**config.mk**
```make
export PLATFORM = sky130hd
export DESIGN_NAME = inst_issue_ctrl
export DESIGN_NICKNAME = d
export VERILOG_FILES = /design/src/rtl/sp_pkg.sv /design/src/rtl/issue_lat_timer.sv /design/src/rtl/inst_issue_ctrl.sv
export SDC_FILE = /design/constraint.sdc
export NUM_CORES = 1
export LEC_CHECK = 0
export BUFFER_PORTS_ARGS = -buffer_cell sky130_fd_sc_hd__buf_2
export CORE_AREA = 2 2 80 120
export CTS_CLUSTER_SIZE = 24
export DETAILED_ROUTE_END_ITERATION = 10
export DIE_AREA = 0 0 82 122
export GPL_TIMING_DRIVEN = 0
export PLACE_DENSITY = 0.72
export REMOVE_ABC_BUFFERS = 1
export SLEW_MARGIN = 20
export SYNTH_ARGS = -nofsm -noshare
export SYNTH_HDL_FRONTEND = slang
export SYNTH_HIERARCHICAL = 1
export SYNTH_SLANG_ARGS = --single-unit
```
**constraint.sdc**
```tcl
create_clock -name clk -period 7.65 [get_ports clk]
set_clock_uncertainty 0.05 [all_clocks]
set_input_delay 0.3825 -clock clk [delete_from_list [all_inputs] [get_ports clk]]
set_output_delay 0.3825 -clock clk [all_outputs]
set_load 0.01 [all_outputs]
```
**src/rtl/sp_pkg.sv**
```systemverilog
// Shared definitions for the SP core, its memory wrapper and the issue controller.
package sp_pkg;

    localparam int unsigned INST_W = 32;

    typedef enum logic [2:0] {
        StIdle,
        StFetch,
        StLoad,
        StIssue,
        StWait,
        StDone,
        StErr
    } issue_state_e;

    localparam logic [1:0] ErrNone     = 2'd0;
    localparam logic [1:0] ErrTimeout  = 2'd1;
    localparam logic [1:0] ErrMisalign = 2'd2;
    localparam logic [1:0] ErrRange    = 2'd3;

endpackage

```
**src/rtl/issue_lat_timer.sv**
```systemverilog
// WAIT-state latency counter: cleared in ISSUE, advanced once per WAIT cycle.
module issue_lat_timer #(
    parameter int unsigned MAX_LATENCY = 10
) (
    input  logic clk,
    input  logic rst_n,
    input  logic clr_i,
    input  logic en_i,
    output logic expired_o
);

    localparam int unsigned CW = $clog2(MAX_LATENCY + 1);

    // cnt_q holds completed WAIT cycles, so the current WAIT cycle number is cnt_q + 1
    logic [CW-1:0] cnt_q, cnt_d;

    // Next count: clear wins, then increment while enabled, parking at MAX_LATENCY
    always_comb begin
        cnt_d = cnt_q;
        if (clr_i) begin
            cnt_d = '0;
        end else if (en_i && (cnt_q != CW'(MAX_LATENCY))) begin
            cnt_d = cnt_q + 1'b1;
        end
    end

    // Counter register
    always_ff @(posedge clk or negedge rst_n) begin
        if (!rst_n) begin
            cnt_q <= '0;
        end else begin
            cnt_q <= cnt_d;
        end
    end

    // High during the MAX_LATENCY-th WAIT cycle
    assign expired_o = en_i && (cnt_q == CW'(MAX_LATENCY - 1));

endmodule

```
**src/rtl/inst_issue_ctrl.sv**
```systemverilog
// Instruction issue controller: fetches from a synchronous ROM, hands one instruction
// at a time to the core and follows the core's returned PC.
module inst_issue_ctrl
    import sp_pkg::*;
#(
    parameter int unsigned IMEM_AW     = 10,
    parameter int unsigned MAX_LATENCY = 10,
    parameter int unsigned CNT_W       = 10
) (
    input  logic               clk,
    input  logic               rst_n,
    input  logic               start_i,
    input  logic [CNT_W-1:0]   num_inst_i,
    output logic               imem_rd_o,
    output logic [IMEM_AW-1:0] imem_addr_o,
    input  logic [INST_W-1:0]  imem_rdata_i,
    output logic               in_valid_o,
    output logic [INST_W-1:0]  inst_o,
    input  logic               out_valid_i,
    input  logic [31:0]        inst_addr_i,
    output logic               busy_o,
    output logic               done_o,
    output logic               err_o,
    output logic [1:0]         err_code_o,
    output logic [CNT_W-1:0]   retired_o
);

    issue_state_e state_q, state_d;

    // Only the word-address bits of the PC are kept; out-of-range PCs never reach FETCH
    logic [IMEM_AW-1:0] pc_q, pc_d;
    logic [INST_W-1:0]  inst_q, inst_d;
    logic [CNT_W-1:0]   retired_q, retired_d;
    logic [CNT_W-1:0]   target_q, target_d;
    logic [1:0]         err_code_q, err_code_d;

    logic             start_ok;
    logic             expired;
    logic [CNT_W-1:0] retired_inc;
    logic             addr_misaligned;
    logic             addr_oor;

    assign start_ok        = start_i &&
                             ((state_q == StIdle) || (state_q == StDone) || (state_q == StErr));
    assign retired_inc     = (retired_q == '1) ? retired_q : retired_q + 1'b1;
    assign addr_misaligned = |inst_addr_i[1:0];
    assign addr_oor        = |(inst_addr_i >> (IMEM_AW + 2));

    issue_lat_timer #(
        .MAX_LATENCY (MAX_LATENCY)
    ) u_lat_timer (
        .clk       (clk),
        .rst_n     (rst_n),
        .clr_i     (state_q == StIssue),
        .en_i      (state_q == StWait),
        .expired_o (expired)
    );

    // State register
    always_ff @(posedge clk or negedge rst_n) begin
        if (!rst_n) begin
            state_q <= StIdle;
        end else begin
            state_q <= state_d;
        end
    end

    // Next-state logic
    always_comb begin
        state_d = state_q;
        unique case (state_q)
            StIdle, StDone, StErr: begin
                if (start_ok) begin
                    state_d = (num_inst_i == '0) ? StDone : StFetch;
                end
            end
            StFetch: state_d = StLoad;
            StLoad:  state_d = StIssue;
            StIssue: state_d = StWait;
            StWait: begin
                if (out_valid_i) begin
                    // Reaching the target wins over a bad returned PC
                    if (retired_inc == target_q) begin
                        state_d = StDone;
                    end else if (addr_misaligned || addr_oor) begin
                        state_d = StErr;
                    end else begin
                        state_d = StFetch;
                    end
                end else if (expired) begin
                    state_d = StErr;
                end
            end
            default: state_d = StIdle;
        endcase
    end

    // Datapath next values: run setup on start, PC/retire/error capture in WAIT
    always_comb begin
        pc_d       = pc_q;
        inst_d     = inst_q;
        retired_d  = retired_q;
        target_d   = target_q;
        err_code_d = err_code_q;
        if (start_ok) begin
            pc_d       = '0;
            retired_d  = '0;
            err_code_d = ErrNone;
            target_d   = num_inst_i;
        end else if (state_q == StLoad) begin
            inst_d = imem_rdata_i;
        end else if (state_q == StWait) begin
            if (out_valid_i) begin
                pc_d      = inst_addr_i[IMEM_AW+1:2];
                retired_d = retired_inc;
                if (retired_inc != target_q) begin
                    if (addr_misaligned) begin
                        err_code_d = ErrMisalign;
                    end else if (addr_oor) begin
                        err_code_d = ErrRange;
                    end
                end
            end else if (expired) begin
                err_code_d = ErrTimeout;
            end
        end
    end

    // Datapath registers
    always_ff @(posedge clk or negedge rst_n) begin
        if (!rst_n) begin
            pc_q       <= '0;
            inst_q     <= '0;
            retired_q  <= '0;
            target_q   <= '0;
            err_code_q <= ErrNone;
        end else begin
            pc_q       <= pc_d;
            inst_q     <= inst_d;
            retired_q  <= retired_d;
            target_q   <= target_d;
            err_code_q <= err_code_d;
        end
    end

    // Outputs decoded from the registered state, so they drop as soon as reset asserts
    always_comb begin
        imem_rd_o   = (state_q == StFetch);
        imem_addr_o = (state_q == StFetch) ? pc_q : '0;
        in_valid_o  = (state_q == StIssue);
        inst_o      = (state_q == StIssue) ? inst_q : '0;
        busy_o      = (state_q == StFetch) || (state_q == StLoad) ||
                      (state_q == StIssue) || (state_q == StWait);
        done_o      = (state_q == StDone);
        err_o       = (state_q == StErr);
        err_code_o  = err_code_q;
        retired_o   = retired_q;
    end

endmodule
```
Word-level counts from Yosys, hierarchy flattened --
Cells that the tools add are included.
Operators by class: reductions and logical operators 22, magnitude comparators 0, bitwise operators 1, add/subtract/negate cells 2, divide/modulo/power cells 0, equality and inequality tests 16, $mul 0, shift-type cells 0, mux-type cells 28
Operators with widths (count):
- 2-to-1 mux 10 bit | 10
- 2-to-1 mux 32 bit | 1
- OR reduction 20 bit | 1
- 2-to-1 mux 3 bit | 6
- 2-to-1 mux 2 bit | 8
- case mux 3 bit (5 select lines) | 1
- adder 10 x 1 -> 10 bit, second input constant | 1
- == test 10 bit | 1
- == test 10 bit, second input constant | 1
- logical NOT 10 bit | 1
- != test 10 bit | 1
- == test 3 bit, second input constant | 3
- 2-to-1 mux 4 bit | 2
- == test 3 x 2 -> 1 bit, second input constant | 2
- logical OR 1 bit | 6
- nonzero test 2 bit | 3
- AND reduction 5 bit | 1
- adder 4 x 1 -> 4 bit, second input constant | 1
- == test 4 bit, second input constant | 1
- != test 2 bit, second input constant | 2
- != test 4 x 1 -> 1 bit, second input constant | 1
- != test 4 bit, second input constant | 1
- AND reduction 2 bit | 2
- == test 3 x 1 -> 1 bit, second input constant | 1
- other kinds (9) | 11
Word-level totals: input port bits 78, word-level logic and storage cells 76, bits in writable memories 0, output and inout port bits 59, bits in latches 0, ROM bits 0, bits in registers 71, memories 0

Longest topological paths before layout --
Gate-level depths: netlist (run 1).
depth after elaboration 8, depth in mapped cells 10

By module --
The synthesis (run 1) kept the hierarchy.
By module, submodules not included:
- inst_issue_ctrl | area each 3703.6 um^2, sequential area each 1676.6 um^2, cells an instance 372, instances 1
- issue_lat_timer | area each 256.5 um^2, sequential area each 100.1 um^2, cells an instance 25, instances 1

Worst setup path after synthesis (run 1) --
No wires, ideal clock.
path kind register -> register, from reg retired_q[0] (netlist: retired_o[0]), to reg err_code_q[0] (netlist: err_code_o[0]), arrival time 2.436 ns, path slack 5.037 ns, stages on the path, launching flop included 10, buffers on the path 1, library setup time 0.127 ns, data required time 7.473 ns, cells stage by stage dfrtp_1 > ha_1 > and3_4 > buf_6 > nor4_4 > mux2_1 > o2111ai_1 > nor4_2 > or3_1 > mux2_1
On the way: longest elaborated chain between the ends 5, elaborated cells between the ends (all ways) 6, those cells by class 1 x add/sub; 3 x eq/ne; 1 x mux; 1 x reduce/logical
RTL lines:
- from (decl) | line inst_issue_ctrl.sv:33 | logic [CNT_W-1:0] retired_q, retired_d;
- from (signal assigned) | line inst_issue_ctrl.sv:140 | retired_q <= retired_d;
- adder 10 x 1 -> 10 bit or == test 10 bit (tied branches) | line inst_issue_ctrl.sv:45 | assign retired_inc = (retired_q == '1) ? retired_q : retired_q + 1'b1;
- 2-to-1 mux 10 bit * | line inst_issue_ctrl.sv:45
- != test 10 bit * | line inst_issue_ctrl.sv:116 | if (retired_inc != target_q) begin
- != test 3 x 1 -> 1 bit (no source line) *
- AND reduction 5 bit (no source line) *
- to (signal assigned) | line inst_issue_ctrl.sv:136 | err_code_q <= ErrNone;
- to (signal assigned) | line inst_issue_ctrl.sv:142 | err_code_q <= err_code_d;
- to (decl) | line inst_issue_ctrl.sv:35 | logic [1:0] err_code_q, err_code_d;
Every way passes the cells marked *; elsewhere a longest branch is shown, timed or not. A chain may end at the register's enable or synchronous reset.

Worst setup path after layout (run 1) --
Same ends and word-level chain as after synthesis.

==> results of run 1 <==
## per-stage QoR
step	power, µW	hold slack, ps	util [%]	instance area (µm²)	std cells
global route	1770	219	55.6	5020	641
CTS	1670	204	55.6	5020	641
floorplan	1050	36.9	-	3850	374
finish	1650	213	55.6	5020	641
detailed placement	1270	249	52.3	4730	624
global placement	1220	408	51.7	4670	622
## registers in the layout, indices dropped and copies added, names as in the netlist
| name | cells |
|---|---|
| inst_q | 32 |
| pc_q | 10 |
| err_code_o | 2 |
| state_q | 3 |
| u_lat_timer/cnt_q | 4 |
| retired_o | 10 |
| target_q | 10 |
## critical path: stages, from the launching register on
cell and delay (ps):
sky130_fd_sc_hd__dfrtp_1 520, sky130_fd_sc_hd__ha_1 320, sky130_fd_sc_hd__nand3_1 320, sky130_fd_sc_hd__o2111a_1 380, sky130_fd_sc_hd__a2111oi_4 180, sky130_fd_sc_hd__nand4_1 180
sky130_fd_sc_hd__nor4_2 400, sky130_fd_sc_hd__or3_1 190, sky130_fd_sc_hd__mux2_1 320
## worst min path at each step
stage,start,endpoint,slack (ps),cells after the start
3_5_place_dp,rst_n,inst_q[9],250,1
2_1_floorplan,rst_n,err_code_o[0],40,0
4_1_cts,inst_addr_i[3],pc_q[1],200,3
6_report,inst_addr_i[3],pc_q[1],210,3
5_1_grt,imem_rdata_i[5],inst_q[5],220,2
3_3_place_gp,inst_q[23],inst_q[23],410,1
## kinds of logic after synthesis
logic type	count (synthesis)	share of synthesized area, %
DFF	71	44.9
muxes	44	12.5
buffers and inverters	31	3.57
xor gates and xnor gates	10	2.21
and+or+nand+nor	173	24.9
AOI/OAI and AO/OA	64	10.6
adders and majority gates	4	1.26
## routing by layer
layer	global-route usage (%)	wire length, µm	up-vias
li1	-	-	1660
met5	0	0	-
met4	8.33	203	0
met3	4.37	611	19
met1	23.7	3870	1616
met2	33.8	4890	115
## layout make-up
class                      instances  area, µm²
tap                              112        140
multi-input combinational        295       2050
clock buffer                      11        253
fill                             845       4020
sequential                        71       1780
clock inverter                     5       32.5
timing repair buffer             139        741
inverter                           8       30.0
## Yosys cell counts (3+ instances only)
master and count:
sky130_fd_sc_hd__dfrtp_1 71, sky130_fd_sc_hd__and2_1 44, sky130_fd_sc_hd__nand2_1 38, sky130_fd_sc_hd__mux2_2 32
sky130_fd_sc_hd__o21ai_0 24, sky130_fd_sc_hd__nor2_1 21, sky130_fd_sc_hd__a21oi_1 15, sky130_fd_sc_hd__clkbuf_1 14
sky130_fd_sc_hd__mux2_1 12, sky130_fd_sc_hd__nor3_1 11, sky130_fd_sc_hd__inv_1 8, sky130_fd_sc_hd__nand3_1 8
sky130_fd_sc_hd__nor4_1 8, sky130_fd_sc_hd__xor2_1 6, sky130_fd_sc_hd__and3_1 5, sky130_fd_sc_hd__nand2b_1 5
sky130_fd_sc_hd__nor2b_1 5, sky130_fd_sc_hd__buf_1 4, sky130_fd_sc_hd__ha_1 4, sky130_fd_sc_hd__nand4_1 4
sky130_fd_sc_hd__xnor2_1 4, sky130_fd_sc_hd__a21o_1 3, sky130_fd_sc_hd__and4_1 3, sky130_fd_sc_hd__buf_6 3
sky130_fd_sc_hd__nand3b_1 3, sky130_fd_sc_hd__nor3b_1 3, sky130_fd_sc_hd__o211ai_1 3, sky130_fd_sc_hd__o21ai_1 3
sky130_fd_sc_hd__or3_1 3
## where the power goes
part | switching, µW | leakage [µW] | internal, µW | total (µW)
clock | 155 | 0.000145 | 236 | 391
sequential | 120 | 0.000885 | 532 | 652
combinational | 298 | 0.00137 | 305 | 603
## what timing repair did
item                      CTS  global route
hold buffers                1             0
hold endpoints to repair   21             0
gates resized for setup     0             0
==> results summary, run 1 <==
The run finished with clean final reports. The peak supply drop came out at 0.185 mV. The antenna violation net count after detailed routing is 0.

The CTS tree is yes. Summed over all failing endpoints, the final setup total negative slack is 0 ps. The number of endpoints failing setup at the final stage is 0. The area of the core came out at 9040 µm². The critical path capture point type is a register.

In this run the worst setup path terminates at err_code_o[0]. Max-cap violations in this run came to 0. The worst reg2reg path endpoint is err_code_o[0]. The top flip-flop cell by instance count after synthesis is sky130_fd_sc_hd__dfrtp_1. The number of synthesized flops with an enable pin came out at 0. The library cell used most frequently in the layout, excluding fill and tap cells, is sky130_fd_sc_hd__buf_2. The relative area change from synthesis to final layout is 26.9%. The mapped cell area came out at 3960 µm².

The type of origin of the critical path is a register. The gate count of the mapped netlist is 397. The upper clock frequency limit came out at 336 MHz. The post-synthesis async set-or-reset flop share came out at 100%.

The worst max-slew margin expressed relative to the limit came out at 32.4%. The worst register-to-register path begins at retired_o[0]. The worst setup path is of the reg2reg kind. The final hold violation count came out at 0. The vias per cell came out at 5.32. The slew at the pin with the worst max-slew slack is 1010 ps. Yosys printed 6 warnings. The number of storage elements in the synthesis netlist came out at 71. The final count of pins violating max slew is 0. The post-placement setup slack is 4700 ps. The wire-length estimate of the detail-placed layout is 7070 µm. The required time at the worst-slack endpoint is 7810 ps. The class of the tightest hold or removal check is in2reg. The number of antenna violations at the first check in global routing was 0. The first-pass GRT wire length is 15300 µm. Setup repair after global routing left no endpoint under its margin. The critical path starts at retired_o[0]. By area the synthesized netlist is led by sky130_fd_sc_hd__dfrtp_1 45%, sky130_fd_sc_hd__mux2_2 9.1%, sky130_fd_sc_hd__and2_1 7.0%. The DRC violation count after routing came out at 0. The tree built by TritonCTS fans out to 71 sinks. In this run the clock root is driven by a sky130_fd_sc_hd__clkbuf_16. For the worst setup path, the data arrival time is 3130 ps. The library cells used most frequently in the layout, excluding fill and tap cells, are 135 x sky130_fd_sc_hd__buf_2, 71 x sky130_fd_sc_hd__dfrtp_1, 44 x sky130_fd_sc_hd__and2_1. The maximum fanout encountered on the critical timing path is 9. Global routing used 19.9% of the available tracks.

The static leakage power came out at 0.00240 µW. The area share of the largest cell type after synthesis is 44.9%. The depth of the worst register-to-register path is 8. For this run the aggregate overflow at the end of global routing stands at 0. The first routing iteration left 120 violations. The vertical die dimension came out at 122 µm. The quantity of I/O buffers inserted on ports came out at 136. The H-tree depth reported by CTS is 3. The horizontal die dimension came out at 82 µm.

The number of nets at the end of the flow came out at 606. The via count of the first global-routing pass is 3233. The post-CTS setup-driven buffer insertion count is 0.

The number of antenna diodes came out at 0. The largest net degree at the start of global routing came out at 51. The share of the cycle needed by the critical path after routing came out at 38.9%. The detailed-router iteration count before antenna repair came out at 4. The number of distinct library cells after synthesis is 54. The routed wire length came out at 9570 µm.

The biggest area contributor in the post-synthesis netlist is sky130_fd_sc_hd__dfrtp_1. The sequential-to-total area share from yosys stat came out at 44.9%. The starting density of the core is 43.8%. The number of core rows came out at 43. The maximum buffer depth of the clock tree came out at 2. The area of the die is 10000 µm². The detailed-route via count came out at 3410. The number of buffers inserted during clock tree synthesis came out at 9. The later-pin clock latency in the skew report is 330 ps. The post-route minimum period is 2970 ps. The average instance in the mapped netlist occupies 9.97 µm². The worst-case setup margin in the final layout came out at 4680 ps.

The worst setup slack for register-to-register paths is 4680 ps. The number of I/O pins came out at 137. Dividing total power by cell area gives a power density of 328 nW/µm². The wire length per cell after detailed routing came out at 14.9 µm.

Cells with a size suffix above 1 make up 38.2% of the layout. The congestion estimate from routability-driven global placement came to 0.860. The clock transition time at the flip-flop clock pins of the worst setup and hold paths came out at 60 ps.
Power figures use the tool's default switching activity.
==> run 2: changes to the inputs <==
--- a/config.mk
+++ b/config.mk
@@ -11,7 +11,7 @@
 export DETAILED_ROUTE_END_ITERATION = 10
 export DIE_AREA = 0 0 82 122
 export GPL_TIMING_DRIVEN = 0
-export PLACE_DENSITY = 0.72
+export PLACE_DENSITY = 0.75
 export REMOVE_ABC_BUFFERS = 1
 export SLEW_MARGIN = 20
 export SYNTH_ARGS = -nofsm -noshare
==> constraint.sdc (replaced) <==
create_clock -name clk -period 2.4 [get_ports clk]
set_clock_uncertainty 0.05 [all_clocks]
set_input_delay 0.12 -clock clk [delete_from_list [all_inputs] [get_ports clk]]
set_output_delay 0.12 -clock clk [all_outputs]
set_load 0.01 [all_outputs]
==> results summary, run 2 (synthesized netlist as in run 1, its figures left out) <==
The HPWL reported at the end of detailed placement is 7360 µm (+4.1%). The worst setup path is captured at a register. The antenna violation net count after detailed routing came out at 0 (unchanged). The clock network fraction of total power came out at 24.1% (+0.4 points).

The arrival time at the worst endpoint came out at 2570 ps (-560 ps). The DRC violation count after routing is 0 (unchanged). The total length of routed met3 wires is 619 µm (+1.3%). The proportion of layout cells with a drive suffix above 1 came out at 39.1% (+0.89 points).

The type of origin of the critical path is a register. The vertical die dimension is 122 µm (unchanged). The via count of the first global-routing pass is 3783 (+17%). The maximum buffer depth of the clock tree is 2 (unchanged). The power density over the cells was 970 nW/µm² (+200%).

The worst-case setup margin in the final layout came to -9.36 ps (-4690 ps). From synthesis to final layout, the design area changed by 44.0%. The highest metal layer carrying signal wires in the routed design is met4. The static leakage power is 0.00265 µW (+11%). The number of DRC violations after detailed-routing iteration 0 is 169 (+41%).

The clock transition time at the flip-flop clock pins of the worst setup and hold paths came out at 60 ps (about the same). The required time at the worst-slack endpoint is 2560 ps (-5250 ps). The final hold violation count is 0 (unchanged).

The run finished, with violations left. The vias per cell was 5.31 (-0.22%). The number of core rows is 43 (unchanged). The worst setup path is of the reg2reg kind. The detailed-route via count came out at 3705 (+8.7%). The post-route minimum period came out at 2410 ps (-565 ps). The longest individual stage delay on the worst path is 390 ps (-130 ps). The slew at the pin with the worst max-slew slack came out at 743 ps (-263 ps). The internal cell power came to 3600 µW (+240%).

The register with the most flip-flops in the final layout is inst_q. The final reports fail on negative setup slack. The number of endpoints failing setup at the final stage was 2 (+2).

The number of flip-flops in the largest register came out at 32 (unchanged). Among cell families on the critical path, the largest total delay comes from simple AND/OR/NAND/NOR gates. The number of antenna diodes came out at 0 (unchanged). The detailed-router iteration count before antenna repair was 4 (unchanged). The number of nets at the end of the flow is 663 (+9.4%). The quantity of I/O buffers inserted on ports came out at 136 (unchanged).

The most common library cell in the layout ignoring fill and taps is sky130_fd_sc_hd__buf_2. The upper clock frequency limit is 415 MHz (+23%). Setup repair after global routing could not meet its margin everywhere.

The total number of clock tree sinks was 71 (unchanged). The H-tree depth reported by CTS came to 3 (unchanged). The proportion of total power due to net switching is 35.0% (+0.21 points). The peak supply drop came out at 0.559 mV (+200%). The share of the cycle needed by the critical path after routing is 100% (+62 points). The class of the tightest hold or removal check is in2reg.

The share of total power in combinational logic is 38.1% (+1.5 points). The maximum fanout encountered on the critical timing path came to 8 (-1). The total power after layout is 5530 µW (+240%). The wire length per cell after detailed routing came to 16.1 µm (+7.6%). Walking the worst path, the cells encountered are ha_4 -> and3_4 -> nand3_4 -> and4b_1 -> o211ai_1 -> nor4_4 -> or3_4 -> mux2_1.

The first-pass GRT wire length is 17500 µm (+14%). The CTS tree is yes. The routed length on met2 came out at 6150 µm (+26%). The final count of pins violating max slew is 0 (unchanged). The final cell count without fillers is 698 (+8.9%). The number of buffers inserted during clock tree synthesis is 9 (unchanged). The leftover overflow at the end of global routing is 0 (unchanged). The met1 routed wirelength after detailed routing is 4260 µm (+10%). The later-pin clock latency in the skew report came out at 330 ps (about the same). The area of the die is 10000 µm² (unchanged). The sum of buffers and inverters on the critical path is 0 (unchanged). The tree is rooted in a sky130_fd_sc_hd__clkbuf_16. The cell total after placement came out at 624 (unchanged). In the layout the commonest cells are 135 x sky130_fd_sc_hd__buf_2, 63 x sky130_fd_sc_hd__dfrtp_1, 53 x sky130_fd_sc_hd__dlygate4sd3_1. The total negative slack came to -16.6 ps (-16.6 ps).

The worst max-slew margin expressed relative to the limit came out at 50.5% (+18 points). The number of antenna violations at the first check in global routing came out at 0 (unchanged). The max-cap check violation count came to 0 (unchanged). The routed wire length came out at 11200 µm (+17%). The area of the core came out at 9040 µm² (unchanged). The worst hold slack across all endpoints came to 122 ps (-90.9 ps).

The horizontal die dimension came out at 82 µm (unchanged). The largest net degree at the start of global routing came out at 41 (-20%). The final weighted congestion in routability-driven placement was 0.846 (-1.7%). The cell with the biggest individual delay on the critical path is sky130_fd_sc_hd__dfrtp_2.

The number of I/O pins came out at 137 (unchanged). The starting density of the core is 43.8% (unchanged). The relative contribution of sequential cells to total power came to 37.7% (-1.9 points). The net switching power figure was 1940 µW (+240%). The aggregate global-route resource usage is 22.7% (+2.8 points).
run 2: stage by stage:
step | worst slack (ps) | cell area, µm² | utilization, %
floorplan | -199 | 3850 | -
global placement | -1060 | 4670 | 51.7
detailed placement | -527 | 4720 | 52.2
CTS | -28.2 | 5680 | 62.9
global route | -113 | 5700 | 63.1
finish | -9.36 | 5700 | 63.1
run 2: path summary, 6_finish.rpt:
kind	start	endpoint	slack [ps]	cells after the start
setup / recovery	retired_o[0]	err_code_o[0]	-9	8
hold / removal	inst_addr_i[15]	state_q[2]	120	5
setup reg to reg	retired_o[0]	err_code_o[0]	-9	8
hold reg to reg	inst_q[8]	inst_q[8]	430	1
max in group asynchronous	rst_n	retired_o[4]	1510	3
min in group asynchronous	rst_n	inst_q[23]	220	2
run 2: area by class of cell:
class	count	area (µm²)
fill	685	3330
multi-input combinational	295	2150
sequential	71	1790
timing repair buffer	196	1290
clock buffer	10	239
tap	112	140
clock inverter	6	68.8
inverter	8	30.0
run 2: layer usage:
| layer | up-vias | GRT usage (%) |
|---|---|---|
| li1 | 1774 | - |
| met2 | 132 | 42.6 |
| met5 | - | 0 |
| met4 | 0 | 8.65 |
| met1 | 1779 | 23.7 |
| met3 | 20 | 5.11 |
run 2: worst min-delay path: stages:
cell	delay, ps
sky130_fd_sc_hd__buf_2	70
sky130_fd_sc_hd__nor4_1	70
sky130_fd_sc_hd__nand3_1	80
sky130_fd_sc_hd__o21ai_1	70
sky130_fd_sc_hd__nand2_1	50
run 2: power groups by stage:
stage                     logic [µW]  registers (µW)  clock network [µW]
after floorplan                 1360            1990                   0
after global placement          1820            2050                   0
after detailed placement        1970            2100                   0
after CTS                       2100            2070                1380
after global routing            2340            2160                1420
final                           2110            2090                1330
run 2: timing repair:
| action | CTS | global route |
|---|---|---|
| hold buffers | 53 | 0 |
| setup endpoints to repair | 16 | 19 |
| gates resized for setup | 24 | 5 |
| endpoints found under the hold margin | 83 | 0 |
| pin swaps | 3 | 0 |
| buffers inserted | 5 | 0 |
==> run 3: changes to the inputs <==
--- a/config.mk
+++ b/config.mk
@@ -5,13 +5,14 @@
 export SDC_FILE = /design/constraint.sdc
 export NUM_CORES = 1
 export LEC_CHECK = 0
+export ABC_AREA = 1
 export BUFFER_PORTS_ARGS = -buffer_cell sky130_fd_sc_hd__buf_2
-export CORE_AREA = 2 2 80 120
+export CORE_AREA = 2 2 83 124
 export CTS_CLUSTER_SIZE = 24
 export DETAILED_ROUTE_END_ITERATION = 10
-export DIE_AREA = 0 0 82 122
+export DIE_AREA = 0 0 85 126
 export GPL_TIMING_DRIVEN = 0
-export PLACE_DENSITY = 0.75
+export PLACE_DENSITY = 0.65
 export REMOVE_ABC_BUFFERS = 1
 export SLEW_MARGIN = 20
 export SYNTH_ARGS = -nofsm -noshare
==> constraint.sdc (replaced) <==
create_clock -name clk -period 2.87 [get_ports clk]
set_clock_uncertainty 0.05 [all_clocks]
set_input_delay 0.1435 -clock clk [delete_from_list [all_inputs] [get_ports clk]]
set_output_delay 0.1435 -clock clk [all_outputs]
set_load 0.01 [all_outputs]
==> results summary, run 3 <==
The number of flip-flops in the largest register is 32 (unchanged). The final count of pins violating max slew came out at 0 (unchanged). The number of storage elements in the synthesis netlist is 71 (unchanged). The worst setup path is launched from a register. TritonCTS built the clock tree. Static timing analysis puts the maximum clock frequency at 382 MHz.

The most common cell in the synthesized netlist is sky130_fd_sc_hd__nand2_1. The antenna violation net count after detailed routing came out at 0 (unchanged). The area of the die came out at 10700 µm² (+7.1%). STA classifies the critical path endpoint as a primary output. The routed wire length came out at 9790 µm (-13%). The number of antenna violations at the first check in global routing is 0 (unchanged). The library cells used most frequently in the layout, excluding fill and tap cells, are 135 x sky130_fd_sc_hd__buf_2, 90 x sky130_fd_sc_hd__nand2_1, 86 x sky130_fd_sc_hd__nor2_1. The number of core rows was 44 (+2.3%). The power density over the cells came out at 1010 nW/µm² (+4.4%).

The detailed-router iteration count before antenna repair came to 4 (unchanged). The later-pin clock latency in the skew report was 330 ps (about the same). The via count of the first global-routing pass is 3694 (-2.4%). The post-CTS setup-driven buffer insertion count was 0 (-5). The final cell count without fillers is 774 (+11%).

The register with the most flip-flops in the final layout is inst_q. The first-pass GRT wire length was 16000 µm (-8.2%). Leaving out fill and tap cells, the most frequent cell in the layout is sky130_fd_sc_hd__buf_2.

Among all flip-flop cells after synthesis, the most frequent one is sky130_fd_sc_hd__dfrtp_1. The utilization after layout came out at 52.3% (-11 points). The vias per cell is 4.91 (-7.5%). The number of antenna diodes is 0 (unchanged). The static leakage power is 0.00281 µW (+5.8%). The mapped cell area came out at 3760 µm² (-5.0%). The root buffer selected by CTS is sky130_fd_sc_hd__clkbuf_16. The number of nets at the end of the flow is 736 (+11%).

The synthesized area per cell came to 7.38 µm² (-26%). The cell total after placement came out at 743 (+19%). The number of DRC violations after detailed-routing iteration 0 came out at 180 (+6.5%).

The area of the core is 9630 µm² (+6.6%). The worst-case setup margin in the final layout was 250 ps (+259 ps). The sequential-to-total area share from yosys stat is 47.2% (+2.4 points). The number of I/O pins came out at 137 (unchanged).

The aggregate global-route resource usage is 18.4% (-4.3 points). The number of synthesized flops with an enable pin is 0 (unchanged). By area the synthesized netlist is led by sky130_fd_sc_hd__dfrtp_1 47%, sky130_fd_sc_hd__nand2_1 9.0%, sky130_fd_sc_hd__nor2_1 8.6%. In the synthesized netlist, the cells that appear most often are 90 x sky130_fd_sc_hd__nand2_1, 86 x sky130_fd_sc_hd__nor2_1, 81 x sky130_fd_sc_hd__inv_1.

In this run the worst hold path is classified as in2reg. The leftover overflow at the end of global routing is 0 (unchanged). The HPWL reported at the end of detailed placement came out at 7100 µm (-3.5%).

The worst max-slew margin expressed relative to the limit is 53.6% (+3.1 points). The number of distinct library cells after synthesis came out at 30 (-44%). The peak supply drop came out at 0.441 mV (-21%). The wire length per cell after detailed routing was 12.6 µm (-21%).

The total area of multi-input combinational cells is 1610 µm² (-25%). The detailed-route via count was 3799 (+2.5%). The number of buffers inserted during clock tree synthesis is 9 (unchanged). The slew at the pin with the worst max-slew slack was 692 ps (-50.7 ps). The total power after layout is 5100 µW (-7.8%). The share of the cycle needed by the critical path after routing came out at 91.3%. The horizontal die dimension is 85 µm (+3.7%). The H-tree depth reported by CTS came out at 3 (unchanged). The worst hold slack across all endpoints came out at -3.99 ps (-126 ps). The total number of clock tree sinks came out at 71 (unchanged).

The largest net degree at the start of global routing came out at 66 (+61%). Setup repair after global routing left no endpoint under its margin. The total negative slack came to 0 ps (+16.6 ps). The starting density of the core came to 39.1% (-4.8 points). The post-placement setup slack is 403 ps (+930 ps). The final weighted congestion in routability-driven placement came out at 0.870 (+2.8%).

The proportion of layout cells with a drive suffix above 1 is 26.3% (-13 points). The leading area contributor after synthesis is sky130_fd_sc_hd__dfrtp_1. The required time at the worst-slack endpoint came out at 2680 ps (+120 ps). The clock transition time at the flip-flop clock pins of the worst setup and hold paths is 60 ps (about the same). The max-cap check violation count came to 0 (unchanged).

The setup path with the least slack is of type reg2out. The number of endpoints failing setup at the final stage was 0 (-2). The quantity of I/O buffers inserted on ports is 136 (unchanged).

The post-route minimum period came out at 2620 ps. The maximum fanout encountered on the critical timing path came out at 17 (+9). The gate count of the mapped netlist came to 510 (+28%).

The checks that failed: negative hold slack. The vertical die dimension came out at 126 µm (+3.3%). Compared with the post-synthesis result, the final layout area differs by 33.9%. The DRC violation count after routing is 0 (unchanged). The final hold violation count is 1 (+1). The filler cell count came out at 909 (+33%). The number of warnings reported in the yosys synthesis log came out at 6 (unchanged). The total area of sequential cells is 1780 µm² (-0.56%).

The post-synthesis async set-or-reset flop share came out at 100% (unchanged). The area share of the largest cell type after synthesis came out at 47.2% (+2.4 points). The run finished, with violations left. The maximum buffer depth of the clock tree is 2 (unchanged).

The arrival time at the worst endpoint is 2430 ps (-140 ps).
==> run 3: report_power, final <==
group	leakage, µW	total (µW)	internal (µW)	switching [µW]
clock	0.000152	1140	718	422
combinational	0.00180	2230	798	1430
sequential	0.000855	1730	1470	268
total	0.00281	5100	2980	2120
==> run 3: logic make-up after synthesis <==
| kind of cell | synth area share (%) |
|---|---|
| and+or+nand+nor | 29.9 |
| buffers and inverters | 10.9 |
| AOI/OAI and AO/OA | 9.98 |
| DFF | 47.2 |
| adders and majority gates | 1.33 |
| xor gates and xnor gates | 0.698 |
==> run 3: stage by stage <==
step,area [µm²],hold slack [ps]
after global placement,4500,310
final,5040,-3.99
after global routing,5040,9.57
after CTS,5020,0.125
after detailed placement,4570,71.7
after floorplan,3670,-202
==> run 3: path summary, 6_finish.rpt <==
check,slack [ps],cells past startpoint,from,end
setup / recovery,250,5,state_q[1],inst_o[30]
hold / removal,-4,3,inst_addr_i[10],pc_q[8]
setup reg to reg,360,11,state_q[1],err_code_o[0]
hold reg to reg,440,2,err_code_o[1],err_code_o[1]
max in group asynchronous,1960,3,rst_n,u_lat_timer/cnt_q[1]
min in group asynchronous,250,2,rst_n,pc_q[9]
==> run 3: cell type report <==
cell class              instances  area share [%]
inverters                      85            6.41
flip-flops and latches         71            35.3
clock buffers                  11            5.02
clock inverters                 5            1.12
multi-input cells             334            31.9
repair inverters                1           0.149
repair buffers                152            17.3
well taps                     115            2.86
==> run 3: critical path, stage by stage, from the launching register on <==
cell and delay [ps]:
sky130_fd_sc_hd__dfrtp_1 480, sky130_fd_sc_hd__inv_2 80, sky130_fd_sc_hd__nor3_2 580, sky130_fd_sc_hd__clkinvlp_4 540, sky130_fd_sc_hd__nor2_1 250, sky130_fd_sc_hd__buf_2 160
==> run 3: repair_timing <==
item / CTS / global route
hold endpoints to repair: 46 / 0
resized for setup: 0 / 3
hold buffers: 14 / 0
endpoints found under the setup margin: 0 / 14
==> run 3: metal layers <==
layer  GRT usage (%)  wire length, µm
met1            22.1             4140
met2            30.8             4870
met3            4.52              554
met5               0                0
met4            8.22              222
